[config.mk]
export PLATFORM = sky130hd
export DESIGN_NAME = gnrl_iqcomb_decimator
export DESIGN_NICKNAME = d
export VERILOG_FILES = /design/src/rtl/gnrl_iqcomb_decimator_pkg.sv /design/src/rtl/iq_accum_channel.sv /design/src/rtl/gnrl_iqcomb_decimator.sv
export SDC_FILE = /design/constraint.sdc
export NUM_CORES = 1
export LEC_CHECK = 0
export CAP_MARGIN = 40
export CORE_MARGIN = 2
export CORE_UTILIZATION = 40
export CTS_CLUSTER_SIZE = 25
export DETAILED_ROUTE_END_ITERATION = 12
export GPL_TIMING_DRIVEN = 0
export MAX_ROUTING_LAYER = met4
export SETUP_SLACK_MARGIN = 0.02
export SYNTH_ARGS = -nofsm -noshare
export SYNTH_HDL_FRONTEND = slang
export SYNTH_SLANG_ARGS = --single-unit
[constraint.sdc]
create_clock -name CLK -period 4.95 [get_ports CLK]
set_input_delay 1.485 -clock CLK [delete_from_list [all_inputs] [get_ports CLK]]
set_output_delay 1.485 -clock CLK [all_outputs]
set_load 0.005 [all_outputs]
[src/rtl/gnrl_iqcomb_decimator_pkg.sv]
// Shared constants and types for the I/Q integrate-and-dump decimator.
package gnrl_iqcomb_decimator_pkg;
   localparam int DATA_WIDTH_DEF = 32;
   localparam int DEC_WIDTH_DEF  = 16;
   localparam int MIN_DEC        = 2;

   typedef enum logic {
      PH_IDLE = 1'b0,
      PH_Q    = 1'b1
   } phase_t;
endpackage

[src/rtl/iq_accum_channel.sv]
// One integrate-and-dump accumulator; sum is the running total including the current input.
module iq_accum_channel #(
   parameter int DATA_WIDTH = 32
) (
   input  logic                  clk,
   input  logic                  reset,
   input  logic                  en,
   input  logic                  dump,
   input  logic [DATA_WIDTH-1:0] din,
   output logic [DATA_WIDTH-1:0] sum
);
   logic [DATA_WIDTH-1:0] acc;

   assign sum = acc + din;

   always_ff @(posedge clk) begin
      if (reset)   acc <= '0;
      else if (en) acc <= dump ? '0 : sum;
   end
endmodule

[src/rtl/gnrl_iqcomb_decimator.sv]
// Sums Neff valid I/Q samples and emits the I sum then the Q sum on one shared bus.
module gnrl_iqcomb_decimator
   import gnrl_iqcomb_decimator_pkg::*;
#(
   parameter int DATA_WIDTH = DATA_WIDTH_DEF,
   parameter int DEC_WIDTH  = DEC_WIDTH_DEF
) (
   input  logic                  CLK,
   input  logic                  RESET,
   input  logic [DATA_WIDTH-1:0] dataI,
   input  logic [DATA_WIDTH-1:0] dataQ,
   input  logic                  in_valid,
   input  logic [DEC_WIDTH-1:0]  dec_fact,
   output logic [DATA_WIDTH-1:0] dataout,
   output logic                  out_valid
);
   localparam logic [DEC_WIDTH-1:0] MIN_N = DEC_WIDTH'(MIN_DEC);

   logic [DEC_WIDTH-1:0]  cnt, n_lat, n_new, n_eff;
   logic [DEC_WIDTH:0]    cnt_inc;
   logic                  last;
   logic [DATA_WIDTH-1:0] i_sum, q_sum, qhold;
   phase_t                phase, phase_nxt;

   // The first sample of a block uses the live factor; later samples use the latched copy.
   assign n_new   = (dec_fact < MIN_N) ? MIN_N : dec_fact;
   assign n_eff   = (cnt == '0) ? n_new : n_lat;
   assign cnt_inc = {1'b0, cnt} + (DEC_WIDTH+1)'(1);
   assign last    = in_valid && (cnt_inc == {1'b0, n_eff});

   iq_accum_channel #(.DATA_WIDTH(DATA_WIDTH)) u_acc_i (
      .clk(CLK), .reset(RESET), .en(in_valid), .dump(last), .din(dataI), .sum(i_sum)
   );
   iq_accum_channel #(.DATA_WIDTH(DATA_WIDTH)) u_acc_q (
      .clk(CLK), .reset(RESET), .en(in_valid), .dump(last), .din(dataQ), .sum(q_sum)
   );

   always_ff @(posedge CLK) begin
      if (RESET) begin
         cnt   <= '0;
         n_lat <= MIN_N;
      end else if (in_valid) begin
         cnt <= last ? '0 : cnt_inc[DEC_WIDTH-1:0];
         if (cnt == '0) n_lat <= n_new;
      end
   end

   always_ff @(posedge CLK) begin
      if (RESET) phase <= PH_IDLE;
      else       phase <= phase_nxt;
   end

   always_comb begin
      phase_nxt = PH_IDLE;
      if (last) phase_nxt = PH_Q;
   end

   // Neff >= 2 guarantees a dump never lands in the Q slot.
   always_ff @(posedge CLK) begin
      if (RESET) begin
         dataout   <= '0;
         out_valid <= 1'b0;
         qhold     <= '0;
      end else if (last) begin
         dataout   <= i_sum;
         qhold     <= q_sum;
         out_valid <= 1'b1;
      end else if (phase == PH_Q) begin
         dataout   <= qhold;
         out_valid <= 1'b1;
      end else begin
         out_valid <= 1'b0;
      end
   end
endmodule

==> results of run 1 <==
==> power breakdown <==
group	internal (mW)	total [mW]	switching, mW
clock network	0.762	1.40	0.634
registers	1.39	1.44	0.0482
logic	0.477	1.13	0.652
total	2.63	3.96	1.33
==> final timing paths <==
| kind | slack, ns | end | start | cells past startpoint |
|---|---|---|---|---|
| setup / recovery | 0.51 | u_acc_i.acc[30] | dataI[0] | 12 |
| hold / removal | 0.46 | qhold[16] | qhold[16] | 2 |
| hold reg to reg | 0.46 | qhold[16] | qhold[16] | 2 |
| setup reg to reg | 1.26 | cnt[2] | cnt[0] | 14 |
==> critical path: cells and delay by family <==
kind,cells,cell delay [ns]
AOI/OAI and AO/OA,7,1.94
xor gates and xnor gates,1,0.11
adders and majority gates,2,0.64
buffers and inverters,1,0.42
and+or+nand+nor,1,0.18
==> logic make-up after synthesis <==
family          share of synthesized area [%]
simple gates                             21.3
compound gates                           22.2
flops                                    32.1
buf+inv                                  4.85
xor+xnor                                 7.32
fa+ha+maj                                8.31
mux                                      3.97
==> routing by layer <==
metal	routed length [um]	up-vias	track usage [%]
met5	0	-	-
met3	1520	45	3.48
met1	14800	4497	32.3
met4	701	0	7.56
met2	14300	270	38.6
li1	-	4822	-
==> sequential cells by signal, indices dropped and copies added (netlist names) <==
signal / count
u_acc_q.acc: 32
u_acc_i.acc: 32
n_lat: 16
dataout: 32
qhold: 32
cnt: 16
phase: 1
out_valid: 1
==> cell usage after synthesis (all sizes together) (6+ instances only) <==
library cell,n,area (um2)
a211oi,47,368
a21o,27,203
a21oi,152,761
a22o,8,70.1
a31oi,12,75.1
and2,8,50.1
and3,14,88.8
buf,27,198
clkbuf,52,195
dfxtp,162,3240
ha,64,801
inv,26,97.6
mux2i,39,390
nand2,196,736
nand2b,7,43.8
nand3,68,340
nand4,14,87.6
nor2,66,248
nor2b,10,62.6
nor3,14,85.1
nor3b,8,60.1
nor4,15,106
nor4b,9,91.3
o21a,6,45.0
o21ai,65,325
o21bai,11,82.6
xnor2,56,490
xor2,26,228
==> stage by stage <==
step | area, um2 | total power [mW]
floorplan | 10100 | 2.27
global placement | 11700 | 2.57
detailed placement | 11700 | 2.57
CTS | 12300 | 3.97
global route | 12300 | 4.15
finish | 12300 | 3.96
==> area by class of cell <==
class                   instances  area (um2)  area share, %
multi-input cells            1002        6380           52.0
well taps                     330         413           3.37
plain buffers                  79         393           3.20
inverters                      26        97.6          0.796
flip-flops and latches        162        3240           26.4
repair buffers                114        1140           9.30
clock buffers                  18         429           3.50
clock inverters                14         171           1.40
==> reports/results.ini, run 1 <==
[clock_network]
clock-sinks = 162
cts_tree = built
cts_root_buffer = clkbuf_16
cts_hold_buf = 0
path_clk_slew_ns = 0.07
h-tree-depth = 4
cts_inserted_buffers = 17
post_cts_buffers = 0
cts_resized = 0
clock_latency_ns = 0.45
clockBufferDepth = 2

[power_and_ir_drop]
leakage_nw = 4.76
ir_drop_v = 0.000203
p_per_area_nw_per_um2 = 323

[global_route]
grt_pass1_vias = 9192
antenna_found_initial = 0
grt_pass1_wl_um = 49100
gr-total-overflow = 0
grt_max_degree = 17
track_usage_pct = 24.4

[synth]
ys_types = 71
synth_area_um2 = 10100
syn_inst = 1269
synth_fp_nets = 1418
synth_seq_cells = 162
ys_seq_area_share_pct = 32.1
yosysWarnings = 0
syn-mean-instance-area_um2 = 7.97
synth_flop_cell = dfxtp_1
async_reset_ff_share_pct = 0
synth-edff-count = 0

[sta]
finalCritPeriodShare_pct = 89.8
fmax_mhz = 225
slew_viol_final = 0
worst_hold_slack_ns = 0.457
rsz0062_at_grt = false
slew_headroom_pct = 42.6
timing.final.crit_period_ns = 4.44
finalWorstSetupSlack_ns = 0.506
finalHoldViolCount = 0
worst_slew_pin_slew_ns = 0.860
setup_viol = 0
timing.setup.tns_ns = 0
finClkSkew_ns = 0.0149

[floorplanning]
ios = 116
row_count = 58
dieArea_um2 = 26600
design.core.area_um2 = 25000
die_w_um = 163
start_util_pct = 40.4
die_h_um = 163

[route]
drc = 0
vias = 9634
first_iter_violations = 601
drtPass1Iterations = 6
routed_wl_um = 31400
via_per_inst = 5.52
postRouteAntennaNets = 0
wire_per_inst_um = 18.0

[setup_path]
end_kind = register
cpMaxStageDelayCell = a221oi_1
critical_path_required_ns = 5.29
path_class = in -> reg
crit_fanout = 4
cp-start-kind = input pin
max_stage_delay_ns = 0.56
crit_arrival_ns = 4.78
path_cells = clkdlybuf4s50_1, ha_1, fa_1, a21o_1, a221oi_1, a211o_1, nand3_1, a211oi_1, o21bai_1, a21oi_1, xnor2_1, a22o_1

[placed_design]
dp_cells = 1713
gp_congestion = 0.943
post-place-ws_ns = 0.0627
place_hpwl_um = 23900
port_buffers = 114

[layout]
fin_util_pct = 49.0
insertedDiodeCount = 0
synthToLayoutAreaGrowth_pct = 21.3
layout_common_cells = 196 x nand2_1, 162 x dfxtp_1, 152 x a21oi_1
final_cells = 1745
final_common_cell = nand2_1
final_nets = 1551
drive_above_1_share_pct = 5.23
fill_cells = 2534

[flow_run]
cap_violations = 0

[status]
status = completed

[hold_path]
hold_class = reg -> reg

(Power assumes the default switching activity.)
==> inputs of run 2 (changes only) <==
- SYNTH_HIERARCHICAL: not set -> 1
- clock period: 4.95 -> 4.7 ns (I/O delays scaled with it)
==> run 2 against run 1 <==
Net effect:
- synthesized cell count grew 6.7%
- global-route usage shrank 1.3 points
- sequential share of layout area shrank 1.9 points
- clock-buffer cell count is the same
- clock power shrank 3%
- register-to-register slack lost 0.72 ns
- area after synthesis grew 9.5%
- largest cell class unchanged
==> reports/results.ini, run 2 <==
[route]
drc = 0
routed_wl_um = 32700
vias = 10368
drtPass1Iterations = 5
via_per_inst = 5.54
postRouteAntennaNets = 0
first_iter_violations = 929
wire_per_inst_um = 17.5

[setup_path]
path_class = in -> reg
critical_path_required_ns = 5.03
cp-start-kind = input pin
end_kind = register
path_cells = clkdlybuf4s50_1, o21ai_0, and4b_1, nand4_1, nor3_1, buf_2, nor2b_1, nor2b_1, clkbuf_2, buf_2, a22o_1
max_stage_delay_ns = 0.94
crit_fanout = 16
cpMaxStageDelayCell = clkdlybuf4s50_1
crit_arrival_ns = 4.69

[synth]
synth_fp_nets = 1503
synth.most_common_cell = dfxtp_1
synth-edff-count = 0
synth_flop_cell = dfxtp_1
synth_area_um2 = 11100
synth_common_cells = 162 x dfxtp_1, 147 x a21oi_1, 88 x nand3_1, 76 x nor2_1, 73 x nand2_1
synth.largest_area_cell = dfxtp_1
yosys-top-cells-area = dfxtp_1 29%, ha_1 7.2%, a21oi_1 6.6%
async_reset_ff_share_pct = 0
ys_seq_area_share_pct = 29.3
syn_inst = 1354
yosysWarnings = 6
syn-mean-instance-area_um2 = 8.18
synth_seq_cells = 162
ys_types = 90
synth_top_area_share_pct = 29.3

[clock_network]
cts_hold_buf = 0
clock-sinks = 162
h-tree-depth = 4
cts_root_buffer = clkbuf_16
cts_inserted_buffers = 17
path_clk_slew_ns = 0.08
cts_tree = built
clock_latency_ns = 0.45
clockBufferDepth = 2

[floorplanning]
design.core.area_um2 = 27100
die_h_um = 170
start_util_pct = 40.9
die_w_um = 170
dieArea_um2 = 29000
row_count = 60
ios = 116

[placed_design]
gp_congestion = 0.925
place_hpwl_um = 25300
place_area_um2 = 12700
post-place-ws_ns = -0.433
port_buffers = 113

[power_and_ir_drop]
ir_drop_v = 0.000242
p_per_area_nw_per_um2 = 334
leakage_nw = 5.11

[layout]
layout_common_cells = 162 x dfxtp_1, 147 x a21oi_1, 113 x clkdlybuf4s50_1
final_nets = 1636
insertedDiodeCount = 0
final_cell_area_um2 = 13200
synthToLayoutAreaGrowth_pct = 19.4
final_common_cell = dfxtp_1
drive_above_1_share_pct = 9.07

[sta]
timing.setup.tns_ns = 0
rsz0062_at_grt = false
finalWorstSetupSlack_ns = 0.332
setup_viol = 0
timing.final.crit_period_ns = 4.37
slew_headroom_pct = 42.3
worst_slew_pin_slew_ns = 0.862
slew_viol_final = 0
finalCritPeriodShare_pct = 92.9
finClkSkew_ns = 0.0159
fmax_mhz = 229
finalHoldViolCount = 0

[global_route]
track_usage_pct = 23.1
grt_max_degree = 17
gr-total-overflow = 0
grt_pass1_vias = 9652
antenna_found_initial = 0
grt_pass1_wl_um = 51200

[status]
status = completed

[hold_path]
hold_class = reg -> reg

[flow_run]
cap_violations = 0

[run 2: cell families after synthesis]
logic type / after synthesis / synth area share, %
AND/OR/NAND/NOR: 490 / 24.5
AO/OA/AOI/OAI: 405 / 25.0
flip-flops: 162 / 29.3
buffers and inverters: 130 / 5.28
XOR/XNOR: 84 / 6.78
adder cells (fa/ha/maj): 66 / 7.59
multiplexers: 17 / 1.55
[run 2: area by class of cell]
class                           instances  area (um2)
Fill cell                            2660       13900
Multi-Input combinational cell       1062        7250
Sequential cell                       162        3240
Inverter                               34         128
Clock buffer                           18         429
Clock inverter                         14         119
Timing Repair Buffer                  114        1140
Buffer                                 96         460
Tap cell                              372         465
[run 2: power by group]
group | internal [mW] | switching (mW)
Clock | 0.692 | 0.667
Sequential | 1.47 | 0.0621
Combinational | 0.598 | 0.933
Total | 2.76 | 1.66
[run 2: worst paths after layout]
path | from | endpoint | slack, ns | depth (start not counted)
max | in_valid | u_acc_q/acc[17] | 0.33 | 11
min | n_lat[8] | n_lat[8] | 0.46 | 2
max reg2reg | cnt[0] | u_acc_q/acc[17] | 0.54 | 18
min reg2reg | n_lat[8] | n_lat[8] | 0.46 | 2
[run 2: timing repair]
action                                  4_1_cts  5_1_grt
setup buffers                                 0        0
endpoints found under the setup margin        1        8
gates resized for setup                       1        4
[run 2: metal layers]
layer	track usage (%)	up-vias	share of wire, %
met5	-	-	0
met4	5.95	0	1.4
met3	2.88	29	4.8
met2	35.1	283	44
met1	32.3	4805	50
li1	-	5251	-
[run 2: critical path: cells and delay by family]
family                 cells  cell delay (ns)
AO/OA/AOI/OAI              2             0.65
buffers and inverters      4             1.63
AND/OR/NAND/NOR            5             0.99
[run 2: per-stage QoR]
step                instances  total power, mW  hold slack (ns)  util [%]
floorplan                1354             2.65            0.429         -
global placement         1839             3.05            0.443      46.7
detailed placement       1840             3.06            0.450      46.8
CTS                      1872             4.43            0.462      48.8
global route             1872             4.68            0.476      48.8
finish                   1872             4.42            0.462      48.8
==> inputs of run 3 (changes only) <==
- CAP_MARGIN: 40 -> 0
==> run 3 against run 2 <==
Net effect:
- cell count about the same
- non-clock buffer count decreased by 1
- clock-buffer cell count increased by 3
- clock power increased by 9%
- critical path depth increased by 2
- wire length decreased by 0.73%
- first-iteration DRC count decreased by 20%
- core utilization increased by 0.28 points
- combinational power about the same
- die area unchanged
- sequential power about the same
- critical path type unchanged
==> reports/results.ini, run 3 (synthesis results as in run 2) <==
[floorplanning]
design.core.area_um2 = 27100
die_h_um = 170
start_util_pct = 40.9
ios = 116
die_w_um = 170
dieArea_um2 = 29000
row_count = 60

[layout]
final_cell_area_um2 = 13300
final_common_cell = dfxtp_1
insertedDiodeCount = 0
fill_cells = 2619
synthToLayoutAreaGrowth_pct = 20.1
drive_above_1_share_pct = 9.01
regArea_um2 = 3240
layout_common_cells = 162 x dfxtp_1, 147 x a21oi_1, 112 x clkdlybuf4s50_1
final_nets = 1635
multiInputGateArea_um2 = 7260

[clock_network]
cts_hold_buf = 0
post_cts_buffers = 0
h-tree-depth = 4
cts_inserted_buffers = 17
clock-sinks = 162
clock_latency_ns = 0.43
cts_tree = built
cts_resized = 2
path_clk_slew_ns = 0.07
cts_root_buffer = clkbuf_16
clockBufferDepth = 2

[power_and_ir_drop]
p_per_area_nw_per_um2 = 341
leakage_nw = 5.15
ir_drop_v = 0.000257
power_mw = 4.54

[setup_path]
cp-start-kind = input pin
cpMaxStageDelayCell = clkdlybuf4s50_1
r2r_slack_ns = 0.40
path_buf_inv = 3
path_class = in -> reg
critical_path_required_ns = 5.02
max_stage_delay_ns = 0.51
crit_family = simple AND/OR/NAND/NOR gates
crit_fanout = 10
crit_path_frequent_cell = nor2b_1
crit_arrival_ns = 4.73
path_cells = clkdlybuf4s50_1, nor4_2, a41oi_1, mux2i_1, xnor2_1, and3_1, nand2_1, nor3_4, nor2b_1, nor2b_1, clkbuf_1, clkbuf_2, a22o_1
end_kind = register

[hold_path]
hold_class = reg -> reg

[placed_design]
port_buffers = 113
place_hpwl_um = 25300
gp_congestion = 0.925
place_area_um2 = 12700

[sta]
timing.final.crit_period_ns = 4.41
slew_viol_final = 0
worst_hold_slack_ns = 0.460
timing.setup.tns_ns = 0
worst_slew_pin_slew_ns = 0.806
finClkSkew_ns = 0.0107
finalCritPeriodShare_pct = 93.9
fmax_mhz = 227
rsz0062_at_grt = false
finalHoldViolCount = 0
setup_viol = 0
slew_headroom_pct = 46.0

[route]
routed_wl_um = 32500
via_per_inst = 5.49
drtPass1Iterations = 6
drc = 0
vias = 10280
postRouteAntennaNets = 0
first_iter_violations = 747
wire_per_inst_um = 17.4

[global_route]
grt_max_degree = 17
antenna_found_initial = 0
gr-total-overflow = 0
grt_pass1_vias = 9629
track_usage_pct = 23.0
grt_pass1_wl_um = 51100

[status]
status = completed

[flow_run]
cap_violations = 0

-- run 3: layout make-up --
cell class	instances	area share, %
plain buffers	96	3.45
flip-flops and latches	162	24.4
inverters	34	0.959
clock buffers	21	3.46
multi-input cells	1062	54.6
clock inverters	11	1.15
well taps	372	3.50
repair buffers	113	8.49
-- run 3: path summary, 6_finish.rpt --
path                           to         start  cells past startpoint
hold / removal           n_lat[7]      n_lat[7]                      2
setup / recovery  u_acc_q/acc[17]  dec_fact[14]                     13
hold reg to reg          n_lat[7]      n_lat[7]                      2
setup reg to reg  u_acc_q/acc[17]        cnt[0]                     17
-- run 3: power breakdown --
part	total (mW)	switching, mW	internal [mW]
clock	1.48	0.612	0.868
sequential	1.53	0.0627	1.47
combinational	1.52	0.926	0.597
total	4.54	1.60	2.94
-- run 3: through the flow --
step | std cells | worst slack (ns) | utilization (%)
detailed placement | 1839 | -0.837 | 46.7
finish | 1871 | 0.288 | 49.1
global route | 1871 | 0.0793 | 49.1
global placement | 1839 | -0.845 | 46.7
CTS | 1871 | 0.0222 | 49.0
floorplan | 1354 | 0.861 | -
-- run 3: worst register-to-register path, delay by kind of cell (launching register included) --
| family | cells | cell delay (ns) |
|---|---|---|
| AOI/OAI and AO/OA | 2 | 0.61 |
| xor gates and xnor gates | 1 | 0.33 |
| adders and majority gates | 1 | 0.21 |
| buffers and inverters | 6 | 1.29 |
| DFF | 1 | 0.46 |
| and+or+nand+nor | 7 | 1.31 |
-- run 3: routing by layer --
| layer | global-route usage [%] | vias up | wire [um] | share of wire (%) |
|---|---|---|---|---|
| li1 | - | 5236 | - | - |
| met1 | 32.6 | 4754 | 16400 | 51 |
| met2 | 34.7 | 261 | 14200 | 44 |
| met3 | 2.88 | 29 | 1390 | 4.3 |
| met4 | 5.61 | 0 | 473 | 1.5 |
| met5 | - | - | 0 | 0 |
